## src/rtl/alu_pkg.sv

```systemverilog
// Shared ALU definitions: data width, op codes and issue-controller state encoding.
package alu_pkg;

  localparam int unsigned DATA_W = 16;
  localparam int unsigned OP_W   = 4;

  localparam logic [OP_W-1:0] OP_NONE = 4'd0;
  localparam logic [OP_W-1:0] OP_ADD  = 4'd1;
  localparam logic [OP_W-1:0] OP_SUB  = 4'd2;
  localparam logic [OP_W-1:0] OP_MUL  = 4'd3;
  localparam logic [OP_W-1:0] OP_DIV  = 4'd4;
  localparam logic [OP_W-1:0] OP_NOT  = 4'd5;
  localparam logic [OP_W-1:0] OP_SHL  = 4'd6;
  localparam logic [OP_W-1:0] OP_SHR  = 4'd7;
  localparam logic [OP_W-1:0] OP_AND  = 4'd8;
  localparam logic [OP_W-1:0] OP_OR   = 4'd9;

  typedef enum logic [1:0] {
    StIdle  = 2'd0,
    StIssue = 2'd1,
    StResp  = 2'd2
  } issue_state_e;

  // True when the op code names one of the implemented ALU functions.
  function automatic logic op_in_range(logic [OP_W-1:0] op);
    return (op >= OP_ADD) && (op <= OP_OR);
  endfunction

endpackage

```

## src/rtl/alu_op_check.sv

```systemverilog
// Combinational request screen: flags unknown op codes and divide-by-zero.
module alu_op_check #(
  parameter int unsigned DATA_W = alu_pkg::DATA_W
) (
  input  logic [alu_pkg::OP_W-1:0] op,
  input  logic [DATA_W-1:0]        b,
  output logic                     illegal
);
  import alu_pkg::*;

  logic div_by_zero;

  // Illegal when the op is out of range or a division has a zero divisor.
  always_comb begin
    div_by_zero = (op == OP_DIV) && (b == '0);
    illegal     = !op_in_range(op) || div_by_zero;
  end

endmodule

```

## src/rtl/alu_issue_ctrl.sv

```systemverilog
// Issue controller for the combinational ALU: accepts one request, drives the ALU for a
// single cycle, captures result/flags and returns them on a valid/ready response channel.
module alu_issue_ctrl #(
  parameter int unsigned DATA_W = alu_pkg::DATA_W,
  parameter int unsigned CNT_W  = 16
) (
  input  logic                     clk,
  input  logic                     rst,
  input  logic                     req_valid,
  output logic                     req_ready,
  input  logic [alu_pkg::OP_W-1:0] req_op,
  input  logic [DATA_W-1:0]        req_a,
  input  logic [DATA_W-1:0]        req_b,
  output logic [DATA_W-1:0]        alu_a,
  output logic [DATA_W-1:0]        alu_b,
  output logic [alu_pkg::OP_W-1:0] alu_control,
  input  logic [DATA_W-1:0]        alu_result,
  input  logic                     alu_z,
  input  logic                     alu_g,
  output logic                     rsp_valid,
  input  logic                     rsp_ready,
  output logic [DATA_W-1:0]        rsp_result,
  output logic                     rsp_z,
  output logic                     rsp_g,
  output logic                     rsp_err,
  output logic [CNT_W-1:0]         op_count
);
  import alu_pkg::*;

  issue_state_e state_q;
  logic         req_illegal;

  alu_op_check #(
    .DATA_W (DATA_W)
  ) u_op_check (
    .op      (req_op),
    .b       (req_b),
    .illegal (req_illegal)
  );

  // Ready only in IDLE; gated by rst so no request looks accepted while reset is held.
  always_comb begin
    req_ready = (state_q == StIdle) && !rst;
  end

  // Single FSM: state, ALU drive registers (double as the request latch), response
  // registers and the saturating issue counter.
  always_ff @(posedge clk) begin
    if (rst) begin
      state_q     <= StIdle;
      alu_a       <= '0;
      alu_b       <= '0;
      alu_control <= '0;
      rsp_valid   <= 1'b0;
      rsp_result  <= '0;
      rsp_z       <= 1'b0;
      rsp_g       <= 1'b0;
      rsp_err     <= 1'b0;
      op_count    <= '0;
    end else begin
      unique case (state_q)
        StIdle: begin
          if (req_valid) begin
            if (req_illegal) begin
              // Rejected requests skip the ALU entirely and answer with an error.
              state_q    <= StResp;
              rsp_valid  <= 1'b1;
              rsp_result <= '0;
              rsp_z      <= 1'b0;
              rsp_g      <= 1'b0;
              rsp_err    <= 1'b1;
            end else begin
              state_q     <= StIssue;
              alu_a       <= req_a;
              alu_b       <= req_b;
              alu_control <= req_op;
            end
          end
        end
        StIssue: begin
          state_q     <= StResp;
          rsp_valid   <= 1'b1;
          rsp_result  <= alu_result;
          rsp_z       <= alu_z;
          rsp_g       <= alu_g;
          rsp_err     <= 1'b0;
          alu_a       <= '0;
          alu_b       <= '0;
          alu_control <= '0;
          if (op_count != {CNT_W{1'b1}}) begin
            op_count <= op_count + CNT_W'(1);
          end
        end
        StResp: begin
          if (rsp_ready) begin
            state_q   <= StIdle;
            rsp_valid <= 1'b0;
          end
        end
        default: begin
          state_q <= StIdle;
        end
      endcase
    end
  end

endmodule

```

## config.mk

```make
export PLATFORM = sky130hd
export DESIGN_NAME = alu_issue_ctrl
export DESIGN_NICKNAME = d
export VERILOG_FILES = /design/src/rtl/alu_pkg.sv /design/src/rtl/alu_op_check.sv /design/src/rtl/alu_issue_ctrl.sv
export SDC_FILE = /design/constraint.sdc
export NUM_CORES = 1
export LEC_CHECK = 0
export CORE_MARGIN = 1
export CORE_UTILIZATION = 43
export DETAILED_ROUTE_END_ITERATION = 10
export PLACE_DENSITY = 0.81
export SYNTH_ARGS = -nofsm -noshare
export SYNTH_HDL_FRONTEND = slang
export SYNTH_SLANG_ARGS = --single-unit
```

## constraint.sdc

```tcl
create_clock -name clk -period 2.21 [get_ports clk]
set_clock_uncertainty 0.1 [all_clocks]
set_input_delay 0.442 -clock clk [delete_from_list [all_inputs] [get_ports clk]]
set_output_delay 0.442 -clock clk [all_outputs]
set_load 0.05 [all_outputs]
```

Word-level counts from Yosys, hierarchy flattened
Index checks and enable logic that the tools add are counted.

cells by class
  reduce and logical (&&, ||, !) cells = 15
  equality and inequality tests = 8
  $lt $le $gt $ge = 2
  $add $sub $neg = 1
  mux-type cells = 25

operators with widths
  operator                                                                             number
  16-bit 2-to-1 mux                                                                    6
  16-bit one-hot mux with 2 select lines                                               3
  16-bit by 1-bit adder with 16-bit output, second input constant                      1
  16-bit zero test                                                                     1
  16-bit inequality test, second input constant                                        1
  4-bit 2-to-1 mux                                                                     2
  2-bit inequality test, second input constant                                         4
  4-bit one-hot mux with 2 select lines                                                1
  2-bit 2-to-1 mux                                                                     3
  1-bit one-hot mux with 2 select lines                                                3
  2-bit one-hot mux with 3 select lines                                                1
  3-bit AND reduction                                                                  2
  1-bit 2-to-1 mux                                                                     5
  4-bit by 3-bit == test with 1-bit output, second input constant                      1
  4-bit by 1-bit greater-or-equal comparator with 1-bit output, second input constant  1
  4-bit less-or-equal comparator, second input constant                                1
  2-bit AND reduction                                                                  2
  4-bit AND reduction                                                                  1
  1-bit logical AND                                                                    3
  1-bit one-hot mux with 3 select lines                                                1
  3-bit nonzero test                                                                   1
  2-bit by 1-bit == test with 1-bit output, second input constant                      1
  2-bit == test, second input constant                                                 1
  1-bit zero test                                                                      2
  3 further kinds                                                                      3

storage, ports and cells
  output and inout port bits = 73
  bits in registers = 74
  word-level logic and storage cells = 61
  input port bits = 58

Depth between registers and ports, before layout
  word-level depth = 7
  depth in mapped cells = 6
  mapped depth without buffers = 5

Modules after synthesis
From an unflattened synthesis, not the netlist that was laid out.

second synthesis, totals
  cells, all modules = 338
  area, all modules = 3,130.5 µm²

modules (own cells, without submodules)
  module          seq. area each (µm²)  instances  area an instance (µm²)  cells an instance
  alu_issue_ctrl  1,481.4               1          3,062.9                 328
  alu_op_check    0.0                   1          67.6                    10

Worst setup path after synthesis
No wires, ideal clock.

  kind = input to output
  from = input port rst
  to = output port req_ready
  stages on the path = 4
  data arrival time = 2.041 ns
  setup slack = -0.373 ns
  required time = 1.668 ns
  path buffers = 3
  cell sequence = clkbuf_1 -> clkbuf_1 -> clkbuf_1 -> nor3_1

on the way
  word-level cells in the longest chain between the ends = 2

ends and longest elaborated chain
  item               RTL line              RTL
  start, declared    alu_issue_ctrl.sv:8   input logic rst,
  1-bit zero test    alu_issue_ctrl.sv:43  req_ready = (state_q == StIdle) && !rst;
  1-bit logical AND  alu_issue_ctrl.sv:43
  end, declared      alu_issue_ctrl.sv:10  output logic req_ready,

Every way passes these cells.

Worst setup path after layout
  from = register op_count[2]
  to = output port op_count[2]

RTL lines
  item                    RTL line              RTL
  start, declared         alu_issue_ctrl.sv:26  output logic [CNT_W-1:0] op_count
  start signal, assigned  alu_issue_ctrl.sv:91  op_count <= op_count + CNT_W'(1);

No word-level cell between the ends.

==> flow_summary.yaml <==
final_layout:
  syn_to_final_growth_pct: 58.7
  fillCellCount: 537
  drive_gt1_share_pct: 11.3
  layout.cells.most_common: "clkdlybuf4s50_1"
  seqCellArea_sq_um: 1480
  nets: 539
  multiInputGateArea_sq_um: 1560
  stdcell_count: 581
  n_antenna_cell: 0
  layout_common_cells: "123 x clkdlybuf4s50_1, 81 x nand2_1, 72 x dfxtp_1"
critical_path:
  path_class: "reg -> out"
  ff2ff_path_depth: 5
  cp_max_fo: 6
  start_kind: "flop"
  reg2reg_slack_ns: 0.22
  crit_arrival_ns: 1.61
  path_cells: "clkdlybuf4s50_1"
  worst-path-buf-inv: 1
  required_ns: 1.67
  slowest_stage: "clkdlybuf4s50_1"
  r2r-end: "op_count[8]"
  end_kind: "output pin"
  worstReg2RegStart: "op_count[0]"
  max_stage_delay_ns: 0.84
  crit_family: "buffers and inverters"
clock_network:
  clk_path_buf_depth: 2
  insertion_delay_ns: 0.35
  cts_hold_buf: 0
  path_clk_slew_ns: 0.08
  htreeDepth: 3
  clock-sinks: 74
  cts_buffers: 9
  cts_tree: "done"
  root_buffer: "clkbuf_8"
route:
  wl_per_cell_microns: 14.1
  vias: 2985
  avgViaCountPerCell: 5.14
  drt_first_pass_iters: 4
  drt_iter0_markers: 122
  drc_errors: 0
  antenna_left: 0
  totalWireLength_microns: 8210
timing:
  fin_crit_ns: 2.15
  hold_viol: 0
  period_share_pct: 97.2
  finalSetupTns_ns: 0
  timing.slew.headroom_pct: 24.3
  max_clock_freq_mhz: 466
  setup_viol: 0
  setup_ws_ns: 0.0624
  worst_pin_slew_ns: 1.13
  rsz0062_at_grt: "false"
  drv_slew: 0
global_route:
  grt_pass1_vias: 2897
  antenna_found_initial: 0
  grt_max_degree: 48
  grt_overflow: 0
  grt_usage_pct: 22.8
  grt_pass1_wl_microns: 13400
min_path:
  min_path_type: "reg -> reg"
  hp-start: "alu_a[13]"
  hold_path_depth: 2
  min_to: "alu_a[13]"
placement:
  preCtsSetupSlack_ns: -0.340
  gp_congestion: 0.784
  dp_cells: 565
  port_buffers: 130
  hpwl_microns: 5990
die:
  io_pins: 131
  die_width_microns: 87.2
  die_y_microns: 87.2
  start_util_pct: 45.2
  core_area_sq_um: 6910
  die_area_sq_um: 7600
  rows: 30
synthesis:
  ys_types: 39
  syn_area_sq_um: 3120
  async_flop_share_pct: 0
  ys_ff_latch: 74
  yosysSeqAreaShare_pct: 47.5
  synthFlopType: "dfxtp_1"
  synth.avg_cell_area_sq_um: 9.23
  syn-num-nets: 397
  yosysWarningCount: 0
  syn_inst: 338
  synth-edff-count: 0
flow_run:
  drv_cap: 0
status:
  outcome: "finished, final reports clean"
power:
  p_per_area_nw_per_um2: 708
  leakage_nw: 1.95
  ir_drop_v: 0.000454
[repair_timing]
action,4_1_cts,5_1_grt
gates resized for setup,1,6
pin swaps,0,0
setup endpoints to repair,1,18
endpoints found under the hold margin,0,0
setup buffers,0,0
cloned,0,0
[cell families (layout without fill, tap and decap cells)]
kind of cell,Yosys count,in the layout,share of synthesized area (%)
simple gates,150,150,22.9
compound gates,45,45,10.6
fa+ha+maj,1,1,0.401
mux,46,46,15.1
flops,74,74,47.5
buf+inv,22,169,3.53
[per-layer routing]
metal | routed length (microns) | global-route usage [%] | vias to the layer above
met5 | 0 | 0 | -
met2 | 4270 | 40.0 | 87
li1 | - | - | 1473
met1 | 3360 | 27.0 | 1413
met4 | 148 | 9.84 | 0
met3 | 425 | 4.74 | 12
[metrics by stage]
stage | hold slack [ns] | utilization (%) | total power, mW | area, sq um
2_1_floorplan | 0.445 | - | 1.85 | 3130
3_3_place_gp | 0.336 | 67.6 | 2.14 | 4670
3_5_place_dp | 0.346 | 67.6 | 2.15 | 4670
4_1_cts | 0.364 | 71.4 | 3.52 | 4930
5_1_grt | 0.388 | 71.7 | 3.63 | 4950
6_report | 0.361 | 71.7 | 3.50 | 4950
[synth_stat cells, types with 3 or more instances]
cell / number / area, sq um
inv_1: 3 / 11.3
mux2_2: 9 / 101
dfxtp_1: 74 / 1480
a211oi_1: 5 / 37.5
nand3_1: 6 / 30.0
nor2b_1: 10 / 62.6
o31ai_1: 4 / 30.0
nor4_1: 7 / 43.8
nor2_1: 15 / 56.3
mux2i_1: 37 / 370
a22o_1: 18 / 158
nor3_1: 6 / 30.0
nand2_1: 81 / 304
clkbuf_1: 13 / 48.8
o21ai_0: 3 / 15.0
buf_4: 3 / 22.5
nand4_1: 5 / 31.3
nand2b_1: 4 / 25.0
a21oi_1: 9 / 45.0
[registers in the layout (all words and copies together), names as in the netlist]
| register | count |
|---|---|
| alu_a | 16 |
| alu_b | 16 |
| op_count | 16 |
| rsp_result | 16 |
| alu_control | 4 |
| state_q | 2 |
| rsp_err | 1 |
| rsp_g | 1 |
| rsp_valid | 1 |
| rsp_z | 1 |
[worst max path at each step]
stage                      startpoint        endpoint  cells after the start
final                     op_count[2]     op_count[2]                      1
after floorplan                   rst       req_ready                      4
after detailed placement    req_b[14]           rsp_z                      7
after CTS                 op_count[5]     op_count[5]                      1
after global routing      op_count[2]     op_count[2]                      1
after global placement      req_b[14]  rsp_result[13]                      7
[power by group]
| part | total, mW | switching [mW] | internal (mW) | leakage [nW] |
|---|---|---|---|---|
| Combinational | 0.690 | 0.394 | 0.296 | 1.22 |
| Sequential | 1.43 | 0.0384 | 1.39 | 0.603 |
| Clock | 1.38 | 0.517 | 0.864 | 0.129 |
[final cells by class]
| type | instances | share of cell area [%] |
|---|---|---|
| Timing Repair Buffer | 150 | 30.5 |
| Multi-Input combinational cell | 242 | 31.5 |
| Tap cell | 96 | 2.43 |
| Inverter | 3 | 0.227 |
| Clock inverter | 7 | 2.86 |
| Clock buffer | 9 | 2.50 |
| Sequential cell | 74 | 30.0 |
No activity file was read; power rests on OpenSTA's default activity.
